==> config.mk <==
export PLATFORM = sky130hd
export DESIGN_NAME = parking_occupancy_ctrl
export DESIGN_NICKNAME = d
export VERILOG_FILES = /design/src/rtl/parking_pkg.sv /design/src/rtl/parking_gate_fsm.sv /design/src/rtl/parking_occupancy_ctrl.sv
export SDC_FILE = /design/constraint.sdc
export NUM_CORES = 1
export LEC_CHECK = 0
export ABC_AREA = 1
export CAP_MARGIN = 0
export CORE_UTILIZATION = 49
export CTS_CLUSTER_DIAMETER = 120
export DETAILED_ROUTE_END_ITERATION = 6
export PLACE_DENSITY = 0.72
export SYNTH_ARGS = -nofsm -noshare
export SYNTH_HDL_FRONTEND = slang
export SYNTH_SLANG_ARGS = --single-unit
==> constraint.sdc <==
create_clock -name i_clk -period 4.95 [get_ports i_clk]
set_input_delay 0.99 -clock i_clk [delete_from_list [all_inputs] [get_ports i_clk]]
set_output_delay 0.99 -clock i_clk [all_outputs]
set_load 0.01 [all_outputs]
==> src/rtl/parking_pkg.sv <==
// parking_pkg: shared types, alarm bit indices and helpers for the parking controller
package parking_pkg;
    localparam int CNT_W = 8;
    localparam int ALM_UNAUTH = 0;
    localparam int ALM_OVF    = 1;
    localparam int ALM_UNF    = 2;
    localparam int ALM_SENS   = 3;
    typedef enum logic {IDLE, OPEN} gate_state_t;
    function automatic logic [3:0] popcount(input logic [7:0] v);
        logic [3:0] n;
        n = '0;
        for (int k = 0; k < 8; k++) n = n + 4'(v[k]);
        return n;
    endfunction
endpackage

==> src/rtl/parking_gate_fsm.sv <==
// parking_gate_fsm: one entry gate, holds a reservation while OPEN until entry, timeout or sensor error
module parking_gate_fsm
    import parking_pkg::*;
#(
    parameter int TIMEOUT = 64
)(
    input  logic i_clk,
    input  logic i_rst_n,
    input  logic i_grant,
    input  logic i_in,
    input  logic i_sens_err,
    output logic o_open,
    output logic o_busy
);
    localparam int TW = $clog2(TIMEOUT + 1);
    gate_state_t r_state;
    logic [TW-1:0] r_timer;
    logic r_open;
    // state, open-cycle timer and registered gate drive
    always_ff @(posedge i_clk or negedge i_rst_n) begin
        if (!i_rst_n) begin
            r_state <= IDLE;
            r_timer <= '0;
            r_open  <= 1'b0;
        end else if (r_state == IDLE) begin
            r_timer <= '0;
            if (i_grant) begin
                r_state <= OPEN;
                r_open  <= 1'b1;
            end
        end else if (i_in || i_sens_err || r_timer == TW'(TIMEOUT - 1)) begin
            r_state <= IDLE;
            r_timer <= '0;
            r_open  <= 1'b0;
        end else begin
            r_timer <= r_timer + 1'b1;
        end
    end
    assign o_open = r_open;
    assign o_busy = (r_state == OPEN);
endmodule

==> src/rtl/parking_occupancy_ctrl.sv <==
// parking_occupancy_ctrl: occupancy counter, round-robin gate arbiter and sticky alarms
module parking_occupancy_ctrl
    import parking_pkg::*;
#(
    parameter int N_ENTRY  = 2,
    parameter int CAPACITY = 16,
    parameter int TIMEOUT  = 64
)(
    input  logic               i_clk,
    input  logic               i_rst_n,
    input  logic [N_ENTRY-1:0] i_req,
    input  logic [N_ENTRY-1:0] i_in,
    input  logic [N_ENTRY-1:0] i_out,
    input  logic [N_ENTRY-1:0] i_sens_err,
    output logic [N_ENTRY-1:0] o_gate_open,
    output logic [CNT_W-1:0]   o_count,
    output logic               o_full,
    output logic               o_empty,
    output logic [3:0]         o_alarm
);
    localparam int PW = N_ENTRY > 1 ? $clog2(N_ENTRY) : 1;
    logic [N_ENTRY-1:0] w_busy;
    logic [N_ENTRY-1:0] w_grant;
    logic [N_ENTRY-1:0] w_cand;
    logic [PW-1:0]      r_ptr;
    logic [PW-1:0]      w_gidx;
    logic               w_found;
    logic               w_has_free;
    logic [9:0]         w_reserved;
    logic [9:0]         w_occ;
    logic [9:0]         w_sum;
    logic               w_over;
    logic               w_under;
    logic [CNT_W-1:0]   r_count;
    logic [CNT_W-1:0]   w_count_next;
    logic               r_empty;
    logic [3:0]         r_alarm;
    logic [3:0]         w_alarm_next;

    genvar g;
    generate
        for (g = 0; g < N_ENTRY; g++) begin : g_gate
            parking_gate_fsm #(.TIMEOUT(TIMEOUT)) u_gate (
                .i_clk      (i_clk),
                .i_rst_n    (i_rst_n),
                .i_grant    (w_grant[g]),
                .i_in       (i_in[g]),
                .i_sens_err (i_sens_err[g]),
                .o_open     (o_gate_open[g]),
                .o_busy     (w_busy[g])
            );
        end
    endgenerate

    // arbitration on pre-update free slots, then netted and clamped occupancy
    always_comb begin
        w_reserved = 10'(popcount(8'(w_busy)));
        w_occ      = 10'(r_count) + w_reserved;
        w_has_free = w_occ < 10'(CAPACITY);
        w_cand     = ~w_busy & i_req & ~i_sens_err;
        w_grant    = '0;
        w_gidx     = r_ptr;
        w_found    = 1'b0;
        for (int k = 1; k <= N_ENTRY; k++) begin
            if (!w_found && w_has_free && w_cand[(int'(r_ptr) + k) % N_ENTRY]) begin
                w_grant[(int'(r_ptr) + k) % N_ENTRY] = 1'b1;
                w_gidx  = PW'((int'(r_ptr) + k) % N_ENTRY);
                w_found = 1'b1;
            end
        end
        w_sum        = 10'(r_count) + 10'(popcount(8'(i_in))) - 10'(popcount(8'(i_out)));
        w_under      = w_sum[9];
        w_over       = !w_sum[9] && (w_sum > 10'(CAPACITY));
        w_count_next = w_under ? '0 : w_over ? CNT_W'(CAPACITY) : w_sum[CNT_W-1:0];
        w_alarm_next = r_alarm;
        w_alarm_next[ALM_UNAUTH] = r_alarm[ALM_UNAUTH] | (|(i_in & ~w_busy));
        w_alarm_next[ALM_OVF]    = r_alarm[ALM_OVF] | w_over;
        w_alarm_next[ALM_UNF]    = r_alarm[ALM_UNF] | w_under;
        w_alarm_next[ALM_SENS]   = r_alarm[ALM_SENS] | (|i_sens_err);
    end

    // occupancy, empty flag, sticky alarms and round-robin pointer
    always_ff @(posedge i_clk or negedge i_rst_n) begin
        if (!i_rst_n) begin
            r_count <= '0;
            r_empty <= 1'b1;
            r_alarm <= '0;
            r_ptr   <= PW'(N_ENTRY - 1);
        end else begin
            r_count <= w_count_next;
            r_empty <= (w_count_next == '0);
            r_alarm <= w_alarm_next;
            if (w_found) r_ptr <= w_gidx;
        end
    end

    // full is decoded only from registered count and gate states, never from inputs
    assign o_full  = w_occ >= 10'(CAPACITY);
    assign o_count = r_count;
    assign o_empty = r_empty;
    assign o_alarm = r_alarm;
endmodule

# [Word-level counts from Yosys, hierarchy flattened]
# Cells that the tools add are included.
[op_classes] add_sub_neg=10 magnitude_cmp=7 eq_ne=4 mux=34 bitwise=12 n_reduce_logical=21
[ops] cell="$mux 7" count=4
[ops] cell="$mux 1" count=24
[ops] cell="$add 8x2->9" count=2
[ops] cell="$mux 8" count=2
[ops] cell="$add 7x1->7 const B" count=2
[ops] cell="$eq 7x6->1 const B" count=2
[ops] cell="$gt 10x5->1 const B" count=1
[ops] cell="$sub 9x2->10" count=1
[ops] cell="$ge 9x5->1 const B" count=1
[ops] cell="$lt 9x5->1 const B" count=1
[ops] cell="$logic_not 8->1" count=1
[ops] cell="$add 1x1->2" count=3
[ops] cell="$and 2x2->2" count=3
[ops] cell="$logic_and 1x1->1" count=6
[ops] cell="$lt 2x3->1 const B" count=2
[ops] cell="$reduce_and 2->1" count=3
[ops] cell="$reduce_bool 2->1" count=3
[ops] cell="$ge 2x1->1 const B" count=2
[ops] cell="$logic_or 1x1->1" count=4
[ops] cell="$mux 2" count=2
[ops] cell="$ne 2x2->1 const B" count=2
[ops] cell="$not 2->2" count=2
[ops] cell="$or 1x1->1" count=4
[ops] cell="$reduce_or 2->1" count=2
[ops] cell="5 further kinds" count=9
[word_totals] reg_bits=32 in_bits=10 output_inout_bits=16 wordCells=98

# [Logic depth before layout (Yosys ltp)]
# Gate-level depths: netlist of the first run.
[depth] depth_word=14 ltp_mapped=18 depth_no_buf=18

# [By module]
# Synthesis of the first run repeated with hierarchy kept, for this count alone.
[unflattened] hier_cells=266 area_unflattened_um2=2153.3
[by_module_without_submodules] module="parking_occupancy_ctrl" n_inst=1 cells_per_inst=174 area_each_um2=1302.5 seq_area_each_um2=352.8
[by_module_without_submodules] module="parking_gate_fsm" n_inst=2 cells_per_inst=46 area_each_um2=425.4 seq_area_each_um2=225.2

# [Least setup slack after synthesis of the first run]
# OpenSTA, ideal clock, no wires.
[synth_timing] path_type="in2reg" from="input i_out[0]" to="register r_alarm[1], in the netlist o_alarm[1]" arrival_time_ns=3.314 required_time_ns=4.832 setup_slack_ns=1.518 path_stages=14 cell_sequence="inv_1 > fa_1 > inv_1 > fa_1 > inv_1 > ha_1 > fa_1 > nor3_1 > nand2_1 > nand3_1 > nand2_1 > nor2_4 > nand2_1 > a21o_1"
[synth_via] elab_chain_len=5 elab_cells_between_ends=6 cone_classes="2 x add/sub; 1 x order compare; 1 x bitwise; 2 x reduce/logical"
[synth_rtl] element="from (decl)" line="parking_occupancy_ctrl.sv:13" text="input logic [N_ENTRY-1:0] i_out,"
[synth_rtl] element="$add 1x1->2 (*)" line="parking_pkg.sv:12" text="for (int k = 0; k < 8; k++) n = n + 4'(v[k]);"
[synth_rtl] element="$sub 9x2->10 (*)" line="parking_occupancy_ctrl.sv:71" text="w_sum = 10'(r_count) + 10'(popcount(8'(i_in))) - 10'(popcount(8'(i_out)));"
[synth_rtl] element="$gt 10x5->1 / $logic_not 1->1 (equally long branches)" line="parking_occupancy_ctrl.sv:73" text="w_over = !w_sum[9] && (w_sum > 10'(CAPACITY));"
[synth_rtl] element="$logic_and 1x1->1 (*)" line="parking_occupancy_ctrl.sv:73"
[synth_rtl] element="$or 1x1->1 (*)" line="parking_occupancy_ctrl.sv:77" text="w_alarm_next[ALM_OVF] = r_alarm[ALM_OVF] | w_over;"
[synth_rtl] element="named net w_alarm_next[1]" line="parking_occupancy_ctrl.sv:38" text="logic [3:0] w_alarm_next;"
[synth_rtl] element="to (signal assigned)" line="parking_occupancy_ctrl.sv:92" text="r_alarm <= w_alarm_next;"
[synth_rtl] element="to (decl)" line="parking_occupancy_ctrl.sv:37" text="logic [3:0] r_alarm;"
# The timed path passes the listed nets; every way through them passes the cells marked *.
# A chain may end at the register's enable or synchronous reset.

# [Worst setup path after layout of the first run]
[layout_timing] from="input i_in[1]" to="register r_alarm[1], in the netlist o_alarm[1]"
[layout_via] elab_chain_len=6 elab_cells_between_ends=7 cone_classes="3 x add/sub; 1 x order compare; 1 x bitwise; 2 x reduce/logical"
[layout_rtl] element="from (decl)" line="parking_occupancy_ctrl.sv:12" text="input logic [N_ENTRY-1:0] i_in,"
[layout_rtl] element="$add 1x1->2 (*)" line="parking_pkg.sv:12"
[layout_rtl] element="$add 8x2->9 (*)" line="parking_occupancy_ctrl.sv:71"
[layout_rtl] element="$sub 9x2->10 (*)" line="parking_occupancy_ctrl.sv:71"
[layout_rtl] element="$gt 10x5->1 / $logic_not 1->1 (equally long branches)" line="parking_occupancy_ctrl.sv:73"
[layout_rtl] element="$logic_and 1x1->1 (*)" line="parking_occupancy_ctrl.sv:73"
[layout_rtl] element="$or 1x1->1 (*)" line="parking_occupancy_ctrl.sv:77"
[layout_rtl] element="named net w_alarm_next[1]" line="parking_occupancy_ctrl.sv:38"
# Marked as above.

==> metrics.md, run 1 <==
| Metric | Value |
|---|---|
| Setup WS post-layout | 1.17 ns |
| Max Cap Viol | 0 |
| Area Overhead vs Synth | 21.4% |
| Ys Warns | 0 |
| Post-route ant nets | 0 |
| Met1 usage | 23.5% |
| Hold/Removal Path Class | reg -> reg |
| CTS Buffer Depth | 2 |
| Most frequent cells after synthesis | 55 x nand2_1, 50 x inv_1, 30 x dfrtp_1, 30 x nor2_1, 18 x ha_1 |
| First-pass GRT wire length | 6410 um |
| GRT overflow | 0 |
| Post CTS Setup Buffer Count | 0 |
| Fill cells | 369 |
| # setup viols final | 0 |
| Combinational fraction of design power | 20.0% |
| Crit path time final | 3.78 ns |
| Number of global-route vias before repair | 1510 |
| Core Area | 4030 um^2 |
| Post-synthesis register bit count | 32 |
| RSZ-0062 raised after global routing | no |
| Row count | 23 |
| Sequential element share of the synthesized area | 39.1% |
| Total Wirelength | 3900 um |
| Starting DRT DRC Count | 82 |
| Maximum clock rate | 264 MHz |
| DR vias/cell | 4.70 |
| P_sw | 189 uW |
| Post-DP Area | 2370 um^2 |
| Final instance area | 2500 um^2 |
| Sw frac | 27.1% |
| DIE AREA | 4460 um^2 |
| Largest net degree at the start of global routing | 33 |
| Routed len/inst | 11.5 um |
| Worst Setup End Kind | flip-flop |
| Final period util | 76.5% |
| Worst EP required | 5.13 ns |
| Clk slew on worst S/H paths | 0.06 ns |
| Drt first pass iters | 4 |
| Peak VDD IR | 0.209 mV |
| Pwr dens | 280 nW/um^2 |
| Met3 Use GR | 5.82% |
| Hold Violations, Final | 0 |
| Crit path DAT | 3.96 ns |
| Clk_skew | 0.00919 ns |
| Root Driver | clkbuf_8 |
| H-tree depth | 2 |
| Initial antenna violation count | 0 |
| DP HPWL | 3020 um |
| Internal power | 509 uW |
| Top_reg_cell synth | dfrtp_1 |
| Share of cells above drive strength 1 | 9.31% |
| Synthesized area | 2060 um^2 |
| WS Path Type | in -> reg |
| Fin cells | 340 |
| Slew Limit Fails | 0 |
| Die H | 66.8 um |
| GRT Total Usage | 20.3% |
| Antenna diodes | 0 |
| Post-CTS Hold Buffers | 0 |
| FFs w/ async S/R, synth | 100% |
| Syn avg cell area | 8.04 um^2 |
| # DRC | 0 |
| Clock power share | 39.4% |
| Leakage | 0.00127 uW |
| Most frequent cell after synthesis | nand2_1 |
| Critical path fanouts, max | 5 |
| IO Count | 26 |
| Initial Utilization | 51.1% |
| Sequential power share | 40.6% |
| Sink Count | 32 |
| Startpoint Class | primary input |
| Placed cell count | 332 |
| Outcome | finished, final reports clean |
| Setup TNS | 0 ns |
| Global routing's busiest layer | met2 |
| RePlAce Congestion | 0.885 |
| EDFF count, synth | 0 |
| Clock latency on the worst-skew pair | 0.30 ns |
| Routed via count | 1598 |
| Die width | 66.8 um |
| Num CTS Buffers | 5 |
| Yosys cell types | 32 |
| Post-CTS sizing | 0 |
| Met2 GRT Util | 33.6% |
| Synth top area cells | dfrtp_1 36%, ha_1 11%, nand2_1 10%, inv_1 9.1%, nor2_1 5.5% |
| Yosys top cell area share | 36.5% |
| I/O Buffers | 25 |
| Synth area leader | dfrtp_1 |
| CTS tree | done |
| # nets final | 321 |
| DP Worst Slack | 0.878 ns |
| Cells after Synth | 256 |
cell type report:
type | count | area [um^2] | share of cell area, %
Clock inverter | 1 | 30.0 | 1.20
Sequential cell | 32 | 803 | 32.2
Clock buffer | 7 | 96.3 | 3.86
Multi-Input combinational cell | 170 | 1040 | 41.8
Tap cell | 50 | 62.6 | 2.51
Inverter | 54 | 203 | 8.12
Timing Repair Buffer | 26 | 258 | 10.3
through the flow:
step	power, uW	utilization (%)	hold WS [ns]
detailed placement	428	58.8	0.461
global route	736	62.0	0.492
floorplan	383	-	0.433
CTS	705	62.0	0.474
global placement	426	58.8	0.447
finish	698	62.0	0.467
metal layers:
layer  part of all wire (%)  vias to the layer above
met3                    3.0                        7
met1                     46                      724
met5                      0                        -
li1                       -                      846
met4                    2.2                        0
met2                     49                       21
final timing paths:
check	from	end	slack, ns	cells past startpoint
min reg2reg	g_gate[1].u_gate.r_timer[0]$_DFF_PN0_	g_gate[1].u_gate.r_timer[0]$_DFF_PN0_	0.47	1
max	i_in[1]	o_alarm[1]$_DFF_PN0_	1.17	14
min	g_gate[1].u_gate.r_timer[0]$_DFF_PN0_	g_gate[1].u_gate.r_timer[0]$_DFF_PN0_	0.47	1
min in group asynchronous	i_rst_n	g_gate[1].u_gate.r_timer[3]$_DFF_PN0_	1.09	2
max in group asynchronous	i_rst_n	o_empty$_DFF_PN1_	3.52	2
max reg2reg	o_count[1]$_DFF_PN0_	o_empty$_DFF_PN1_	2.44	14
state kept, by name (all words and copies together), names as in the netlist:
| name | count |
|---|---|
| g_gate.u_gate.o_busy | 2 |
| g_gate.u_gate.o_open | 2 |
| g_gate.u_gate.r_timer | 14 |
| o_alarm | 4 |
| o_count | 8 |
| o_empty | 1 |
| r_ptr | 1 |
power by group through the flow:
stage,sequential [uW],combinational [uW],clock (uW)
after floorplan,288,95.1,0
after global placement,288,138,0
after detailed placement,288,140,0
after CTS,283,141,281
after global routing,284,160,292
final,283,140,275
layout by cell type (no fill, tap or decap), drive strengths merged:
cell           netlist  final
nand2               59     59
inv                 54     54
nor2                33     33
dfrtp               30     30
clkdlybuf4s50        0     25
ha                  18     18
nand3               15     15
xor2                 9      9
a21oi                8      8
clkbuf               0      7
nand4                4      4
fa                   4      4
o211ai               3      3
conb                 1      3
o21ai                3      3
nor3                 2      2
dfstp                2      2
nor3b                1      1
and3b                1      1
xnor2                1      1
nand3b               1      1
and3                 1      1
a21o                 1      1
o2111ai              1      1
nor4                 1      1
o21a                 1      1
bufinv               0      1
buf                  2      1
critical path, stage by stage:
cell	delay, ns
clkdlybuf4s50_1	0.47
fa_1	0.55
inv_1	0.05
fa_1	0.35
inv_1	0.06
ha_1	0.17
fa_1	0.44
nor3_1	0.17
nand2_1	0.07
nand3_1	0.08
nand2_1	0.08
nor2_4	0.16
nand2_1	0.13
a21o_1	0.18
kinds of logic after synthesis:
| kind of cell | Yosys count | synth area share (%) |
|---|---|---|
| AOI/OAI and AO/OA | 17 | 5.29 |
| xor gates and xnor gates | 10 | 4.26 |
| adders and majority gates | 22 | 14.8 |
| buffers and inverters | 56 | 10.6 |
| DFF | 32 | 39.1 |
| other | 1 | 0.182 |
| and+or+nand+nor | 118 | 25.8 |
Note: power is estimated with default switching activity, not from simulation.
==> run 2, diff against run 1 <==
==> constraint.sdc (replaced) <==
create_clock -name i_clk -period 3.85 [get_ports i_clk]
set_input_delay 0.77 -clock i_clk [delete_from_list [all_inputs] [get_ports i_clk]]
set_output_delay 0.77 -clock i_clk [all_outputs]
set_load 0.01 [all_outputs]
==> metrics.md, run 2 (same netlist as run 1, synthesis figures left out) <==
| Metric | Value |
|---|---|
| Area of the multi-input gates | 1040 um^2 (unchanged) |
| Startpoint Class | primary input (unchanged) |
| Worst Setup End Kind | flip-flop (unchanged) |
| Core Area | 4030 um^2 (unchanged) |
| Commonest non-fill, non-tap cells in the layout | 55 x nand2_1, 50 x inv_1, 30 x nor2_1, 30 x dfrtp_1, 25 x clkdlybuf4s50_1 (unchanged) |
| RSZ-0062 raised after global routing | no (unchanged) |
| Num CTS Buffers | 5 (unchanged) |
| Total Wirelength | 3840 um (was 3900 um) |
| Post-CTS Hold Buffers | 0 (unchanged) |
| Clock power share | 32.5% (was 39.4%) |
| DIE AREA | 4460 um^2 (unchanged) |
| # setup viols final | 0 (unchanged) |
| Critical path fanouts, max | 5 (unchanged) |
| Crit path DAT | 3.72 ns (was 3.96 ns) |
| Largest net degree at the start of global routing | 33 (unchanged) |
| Clk slew on worst S/H paths | 0.07 ns (was 0.06 ns) |
| # nets final | 322 (was 321) |
| P_sw | 238 uW (was 189 uW) |
| Die H | 66.8 um (unchanged) |
| Clock latency on the worst-skew pair | 0.28 ns (was 0.30 ns) |
| GRT overflow | 0 (unchanged) |
| Antenna diodes | 0 (unchanged) |
| GRT Total Usage | 19.7% (was 20.3%) |
| Sw frac | 29.5% (was 27.1%) |
| Starting DRT DRC Count | 33 (was 82) |
| Die width | 66.8 um (unchanged) |
| # DRC | 0 (unchanged) |
| Pwr dens | 327 nW/um^2 (was 280 nW/um^2) |
| Internal power | 570 uW (was 509 uW) |
| DP HPWL | 3070 um (was 3020 um) |
| Final period util | 92.1% |
| CTS tree | done (unchanged) |
| Max reg flops | 14 (unchanged) |
| Fill cells | 382 (was 369) |
| Initial Utilization | 51.1% (unchanged) |
| Post-route ant nets | 0 (unchanged) |
| Number of global-route vias before repair | 1555 (was 1510) |
| Initial antenna violation count | 0 (unchanged) |
| Sequential cell area | 803 um^2 (unchanged) |
| Row count | 23 (unchanged) |
| WS Path Type | in -> reg (unchanged) |
| Routed via count | 1650 (was 1598) |
| RePlAce Congestion | 0.889 (was 0.885) |
| Biggest register | g_gate.u_gate.r_timer (unchanged) |
| H-tree depth | 2 (unchanged) |
| Worst EP required | 4.03 ns (was 5.13 ns) |
| CTS Buffer Depth | 2 (unchanged) |
| Outcome | finished, final reports clean (unchanged) |
| Hold/Removal Path Class | reg -> reg (unchanged) |
| Sequential power share | 45.2% (was 40.6%) |
| Post CTS Setup Buffer Count | 0 (unchanged) |
| Routed len/inst | 11.3 um (was 11.5 um) |
| Sink Count | 32 (unchanged) |
| Share of cells above drive strength 1 | 9.62% (was 9.31%) |
| Root Driver | clkbuf_8 (unchanged) |
| Placed cell count | 333 (was 332) |
| Post-CTS sizing | 0 (unchanged) |
| Peak VDD IR | 0.264 mV (was 0.209 mV) |
| Clk_skew | 0.00972 ns (was 0.00919 ns) |
| Total Power Consumption | 808 uW (was 698 uW) |
| Fin cells | 341 (was 340) |
| I/O Buffers | 25 (unchanged) |
| First-pass GRT wire length | 6440 um (was 6410 um) |
| Flop-to-flop setup slack | 1.39 ns (was 2.44 ns) |
| Area Overhead vs Synth | 20.1% (was 21.4%) |
| Combinational fraction of design power | 22.4% (was 20.0%) |
| Hold Slack | 0.463 ns (was 0.467 ns) |
| DR vias/cell | 4.84 (was 4.70) |
| Maximum clock rate | 282 MHz |
| Most common cell after layout, fill and taps aside | nand2_1 (unchanged) |
| Slew Limit Fails | 0 (unchanged) |
| IO Count | 26 (unchanged) |
| Drt first pass iters | 4 (unchanged) |
| Leakage | 0.00127 uW (about the same) |
| Crit path time final | 3.54 ns |
| Hold Violations, Final | 0 (unchanged) |
| Max Cap Viol | 0 (unchanged) |
-- run 2: changes by cell type in the layout (fill, tap and decap cells not counted) --
cell | before | now
clkinv_2 | 0 | 2
buf_4 | 1 | 2
bufinv_16 | 1 | 0
clkbuf_8 | 7 | 6
-- run 2: worst paths after layout --
kind | start | endpoint | cells after the start
hold reg to reg | g_gate[1].u_gate.r_timer[0]$_DFF_PN0_ | g_gate[1].u_gate.r_timer[0]$_DFF_PN0_ | 1
setup reg to reg | o_count[0]$_DFF_PN0_ | o_alarm[1]$_DFF_PN0_ | 12
setup / recovery | i_in[1] | o_alarm[1]$_DFF_PN0_ | 14
max in group asynchronous | i_rst_n | o_empty$_DFF_PN1_ | 2
hold / removal | g_gate[1].u_gate.r_timer[0]$_DFF_PN0_ | g_gate[1].u_gate.r_timer[0]$_DFF_PN0_ | 1
min in group asynchronous | i_rst_n | g_gate[1].u_gate.r_timer[3]$_DFF_PN0_ | 2
-- run 2: layer usage --
metal | wire, um | up-vias | track usage [%] | share of wire, %
met5 | 0 | - | 0 | 0
met4 | 57 | 0 | 7.45 | 1.5
met3 | 139 | 6 | 5.48 | 3.6
met2 | 1920 | 24 | 33.6 | 50
met1 | 1720 | 775 | 23.2 | 45
li1 | - | 845 | - | -
-- run 2: power groups by stage --
stage	Combinational, uW	Clock (uW)	Sequential [uW]
after floorplan	122	0	370
after detailed placement	181	0	371
final	181	262	365
after global routing	206	284	366
after CTS	182	268	365
after global placement	178	0	370
-- run 2: metrics by stage --
step / instance area, um^2 / worst slack [ns] / util, % / setup TNS (ns)
after floorplan: 2060 / 0.638 / - / 0
after global placement: 2380 / 0.0528 / 59.0 / 0
after detailed placement: 2380 / -0.0187 / 59.0 / -0.0187
after CTS: 2470 / 0.288 / 61.3 / 0
after global routing: 2470 / 0.130 / 61.3 / 0
final: 2470 / 0.305 / 61.3 / 0
-- run 2: worst max-delay path, stage by stage --
cell	delay, ns
clkdlybuf4s50_1	0.46
fa_1	0.55
inv_1	0.06
fa_1	0.35
inv_1	0.06
ha_1	0.17
fa_1	0.44
nor3_1	0.18
nand2_1	0.07
nand3_1	0.08
nand2_1	0.08
nor2_4	0.16
nand2_1	0.12
a21o_1	0.17
-- run 2: cell type report --
cell class,instances,area share (%)
multi-input combinational,170,42.2
tap,50,2.53
clock buffer,6,3.34
clock inverter,2,0.405
inverter,54,8.21
timing repair buffer,27,10.7
sequential,32,32.5
